===== config.mk =====
export PLATFORM = sky130hd
export DESIGN_NAME = instr_enc
export DESIGN_NICKNAME = d
export VERILOG_FILES = /design/src/rtl/instr_enc.sv
export SDC_FILE = /design/constraint.sdc
export NUM_CORES = 1
export LEC_CHECK = 0
export ABC_AREA = 0
export BUFFER_PORTS_ARGS = -buffer_cell sky130_fd_sc_hd__buf_4
export CAP_MARGIN = 10
export CELL_PAD_IN_SITES_DETAIL_PLACEMENT = 1
export CELL_PAD_IN_SITES_GLOBAL_PLACEMENT = 1
export CORE_MARGIN = 1.5
export CORE_UTILIZATION = 39
export DETAILED_ROUTE_END_ITERATION = 10
export PLACE_DENSITY_LB_ADDON = 0.1
export SYNTH_ARGS = -nofsm -noshare
export SYNTH_HDL_FRONTEND = slang
export SYNTH_SLANG_ARGS = --single-unit

===== constraint.sdc =====
create_clock -name clk -period 3.15 [get_ports clk]
set_input_delay 0.4725 -clock clk [delete_from_list [all_inputs] [get_ports clk]]
set_output_delay 0.4725 -clock clk [all_outputs]
set_load 0.03 [all_outputs]

===== src/rtl/instr_enc.sv =====
// rtl/instr_enc.sv - RISC-V immediate-format instruction encoder with 2-deep output FIFO
module instr_enc (
  input  logic        clk,
  input  logic        rst,
  input  logic        in_valid,
  output logic        in_ready,
  input  logic [2:0]  ext_op,
  input  logic [31:0] imm,
  input  logic [6:0]  opcode,
  input  logic [4:0]  rd,
  input  logic [2:0]  funct3,
  input  logic [4:0]  rs1,
  input  logic [4:0]  rs2,
  output logic        out_valid,
  input  logic        out_ready,
  output logic [31:0] out_instr,
  output logic        out_err,
  output logic [15:0] enc_cnt,
  output logic [15:0] err_cnt
);

  localparam logic [2:0] FmtI = 3'b000;
  localparam logic [2:0] FmtU = 3'b001;
  localparam logic [2:0] FmtS = 3'b010;
  localparam logic [2:0] FmtB = 3'b011;
  localparam logic [2:0] FmtJ = 3'b100;

  logic [31:0] encWord;
  logic        encErr;

  // FIFO entries hold {instr, err}; slot0 is always the head
  logic [32:0] slot0;
  logic [32:0] slot1;
  logic [1:0]  count;
  logic        doPush;
  logic        doPop;
  logic [15:0] encCount;
  logic [15:0] errCount;

  // A signed value fits in N bits when every bit from N-1 upward equals the sign
  logic fits12;
  logic fits13;
  logic fits21;
  assign fits12 = (imm[31:11] == {21{imm[31]}});
  assign fits13 = (imm[31:12] == {20{imm[31]}});
  assign fits21 = (imm[31:20] == {12{imm[31]}});

  // Build the instruction word and its error flag from the request fields
  always_comb begin
    encWord = {imm[11:0], rs1, funct3, rd, opcode};
    encErr  = 1'b0;
    case (ext_op)
      FmtI: begin
        encWord = {imm[11:0], rs1, funct3, rd, opcode};
        encErr  = !fits12;
      end
      FmtU: begin
        encWord = {imm[31:12], rd, opcode};
        encErr  = (imm[11:0] != 12'd0);
      end
      FmtS: begin
        encWord = {imm[11:5], rs2, rs1, funct3, imm[4:0], opcode};
        encErr  = !fits12;
      end
      FmtB: begin
        encWord = {imm[12], imm[10:5], rs2, rs1, funct3, imm[4:1], imm[11], opcode};
        encErr  = !fits13 || imm[0];
      end
      FmtJ: begin
        encWord = {imm[20], imm[10:1], imm[11], imm[19:12], rd, opcode};
        encErr  = !fits21 || imm[0];
      end
      default: begin
        // Unknown format: still deliver an I-shaped word, flagged as bad
        encWord = {imm[11:0], rs1, funct3, rd, opcode};
        encErr  = 1'b1;
      end
    endcase
  end

  assign in_ready  = (count != 2'd2);
  assign out_valid = (count != 2'd0);
  assign out_instr = out_valid ? slot0[32:1] : 32'd0;
  assign out_err   = out_valid ? slot0[0] : 1'b0;
  assign doPush    = in_valid && in_ready;
  assign doPop     = out_valid && out_ready;

  // Two-entry in-order queue; push+pop together only happens at count 1
  always_ff @(posedge clk) begin
    if (rst) begin
      count <= 2'd0;
      slot0 <= 33'd0;
      slot1 <= 33'd0;
    end else begin
      case ({doPush, doPop})
        2'b10: begin
          if (count == 2'd0) slot0 <= {encWord, encErr};
          else               slot1 <= {encWord, encErr};
          count <= count + 2'd1;
        end
        2'b01: begin
          slot0 <= slot1;
          slot1 <= 33'd0;
          count <= count - 2'd1;
        end
        2'b11: begin
          slot0 <= {encWord, encErr};
        end
        default: begin
        end
      endcase
    end
  end

  // Saturating accept and error counters
  always_ff @(posedge clk) begin
    if (rst) begin
      encCount <= 16'd0;
      errCount <= 16'd0;
    end else if (doPush) begin
      if (encCount != 16'hFFFF) encCount <= encCount + 16'd1;
      if (encErr && (errCount != 16'hFFFF)) errCount <= errCount + 16'd1;
    end
  end

  assign enc_cnt = encCount;
  assign err_cnt = errCount;

endmodule


==> results.json <==
{
  "status": "finished clean",
  "crit_path_end_kind": "register",
  "numCtsBuffers": 9,
  "avgSynthCellArea_um2": 7.897,
  "num_rows": 42,
  "cp-start-kind": "register",
  "cts_max_level": 3,
  "ir_worst_vdd_mv": 0.4000,
  "tns_ns": 0,
  "hold_class": "register to register",
  "multiInputGateArea_um2": 2974,
  "synth-edff-count": 0,
  "grt_use_total_pct": 22.93,
  "diodes": 0,
  "fin_nets": 834,
  "fmax_mhz": 423.8,
  "postCtsHoldBufs": 0,
  "worst_pin_slew_ns": 0.8560,
  "crit_path_max_fanout": 26,
  "clk_latency_ns": 0.36,
  "grt_overflow": 0,
  "ys.flop_type": "dfxtp_1",
  "clockRootBuffer": "clkbuf_16",
  "dp_slack_ns": 0.4751,
  "rsz0062_at_grt": "false",
  "fin_crit_sh_pct": 74.91,
  "antenna_found_initial": 0,
  "synthTopCellsByArea": "dfxtp_1 (38%), a21oi_1 (6.2%), nand2_1 (5.7%)",
  "cts.sinks": 100,
  "p_leak_nw": 2.660,
  "pin_count": 131,
  "seqCellArea_um2": 2002,
  "wire_per_inst_um": 16.59,
  "final_cell_mix": "buf_4 (138), dfxtp_1 (100), nand2_1 (79)",
  "postCtsSetupRepairBufs": 0,
  "yosys_register_bits": 100,
  "dieWidth_um": 118.8,
  "clock_path_buffers": 2,
  "total_power_mw": 4.968,
  "grt_pass1_wl_um": 26230,
  "syn_inst": 662,
  "synth_cell_types": 55,
  "drcViolationCount": 0,
  "hold_violations": 0,
  "worst_slack_ns": 0.7904,
  "cts_tree": "built",
  "syn_area_um2": 5228,
  "dp_hpwl_um": 11220,
  "totalWireLength_um": 15710,
  "power.density_nw_per_um2": 745.4,
  "synth_nets": 730,
  "gp_congestion": 0.8367,
  "dr.first_iter.drc_count": 350,
  "cts_resized": 0,
  "vias": 5246,
  "slew_headroom_pct": 42.55,
  "grt_pass1_vias": 5388,
  "final_max_slew_viol_count": 0,
  "numPortBuffers": 130,
  "coreArea_um2": 13140,
  "async_reset_ff_share_pct": 0,
  "cp.arrival_ns": 2.66,
  "area_growth_pct": 27.50,
  "die_h_um": 118.8,
  "layout_min_cycle_time_ns": 2.360,
  "worstPathRequired_ns": 3.45,
  "ys_seq_area_share_pct": 38.30,
  "initial_core_util_pct": 39.79,
  "ys_warn_count": 0,
  "dr.pass1.iters": 4,
  "drive_gt1_share_pct": 22.83,
  "path_clk_slew_ns": 0.07,
  "dieArea_um2": 14110,
  "via_per_inst": 5.540,
  "layout_commonest_cell": "buf_4",
  "drv_cap": 0,
  "skew_ns": 0.005979,
  "path_class": "register to register",
  "setup_viol": 0,
  "yosysTopAreaCellShare_pct": 38.30,
  "fillCellCount": 1621,
  "yosysTopAreaCell": "dfxtp_1",
  "antenna_left": 0,
  "grt_start_max_net_pins": 75
}
[per-layer routing]
layer	global-route usage (%)	wire length, um	vias to the layer above
li1	-	-	2568
met1	27.56	6905	2546
met2	40.55	7789	116
met3	5.695	809	16
met4	6.325	202	0
met5	0	0	-
[path summary, 6_finish.rpt]
| kind | cells after the start | slack (ns) | start | end |
|---|---|---|---|---|
| max reg2reg | 12 | 0.79 | count[0] | slot1[21] |
| min | 2 | 0.45 | slot0[20] | slot0[20] |
| max | 12 | 0.79 | count[0] | slot1[21] |
| min reg2reg | 2 | 0.45 | slot0[20] | slot0[20] |
[cell type report]
type / instances / share of cell area [%]
Inverter: 15 / 0.8448
Sequential cell: 100 / 30.04
Clock inverter: 5 / 1.258
Tap cell: 176 / 3.304
Clock buffer: 11 / 3.792
Timing Repair Buffer: 140 / 16.14
Multi-Input combinational cell: 500 / 44.62
[stage by stage]
stage,util [%],area (um2),cells,hold slack [ns]
finish,50.73,6665,947,0.4510
global route,50.73,6665,947,0.4717
CTS,50.73,6665,947,0.4500
detailed placement,48.17,6329,931,0.4408
global placement,48.17,6329,931,0.4379
floorplan,-,5228,662,0.4273
[registers in the layout, summed over array words and instances, names as in the netlist]
| name | count |
|---|---|
| enc_cnt | 16 |
| slot0 | 33 |
| err_cnt | 16 |
| count | 2 |
| slot1 | 33 |
[worst max-delay path: stages, from the launching register on]
cell	delay (ns)
dfxtp_1	0.35
nor2_1	0.30
inv_2	0.06
nand2_1	0.13
inv_2	0.07
ha_2	0.19
inv_1	0.05
buf_4	0.23
o21a_1	0.44
buf_12	0.24
nand2_1	0.07
o21a_1	0.10
nor2_1	0.07
[where the power goes]
group | switching, mW | internal [mW] | leakage (nW)
Sequential | 0.147 | 1.53 | 0.816
Combinational | 1.30 | 0.752 | 1.69
Clock | 0.506 | 0.741 | 0.158
[synthesized netlist by cell type, types with 5 or more instances]
cell and instances:
o221ai_1 5, nand3_1 17, o31ai_1 12, clkbuf_1 38, nor2_1 77, inv_1 11
nand2b_1 5, and4_1 6, a22oi_1 8, nand4_1 11, a2bb2oi_1 12, or3_1 9
o21ai_0 9, nor2b_1 10, or4_1 13, dfxtp_1 100, a211oi_1 15, nand2_1 79
a21oi_2 6, o211ai_1 10, nor3_1 16, xnor2_1 9, mux2i_1 16, and2_1 35
o21a_1 12, nor4_1 6, and3_1 6, a21oi_1 65
[cells by family (layout without fill, tap and decap cells)]
| logic type | after synthesis | count (layout) | synth area share (%) |
|---|---|---|---|
| AOI/OAI and AO/OA | 171 | 171 | 22.07 |
| xor gates and xnor gates | 12 | 12 | 2.011 |
| adders and majority gates | 4 | 4 | 0.9574 |
| buffers and inverters | 62 | 171 | 5.074 |
| DFF | 100 | 100 | 38.30 |
| muxes | 19 | 19 | 3.782 |
| and+or+nand+nor | 294 | 294 | 27.81 |
Power figures use the tool's default switching activity.
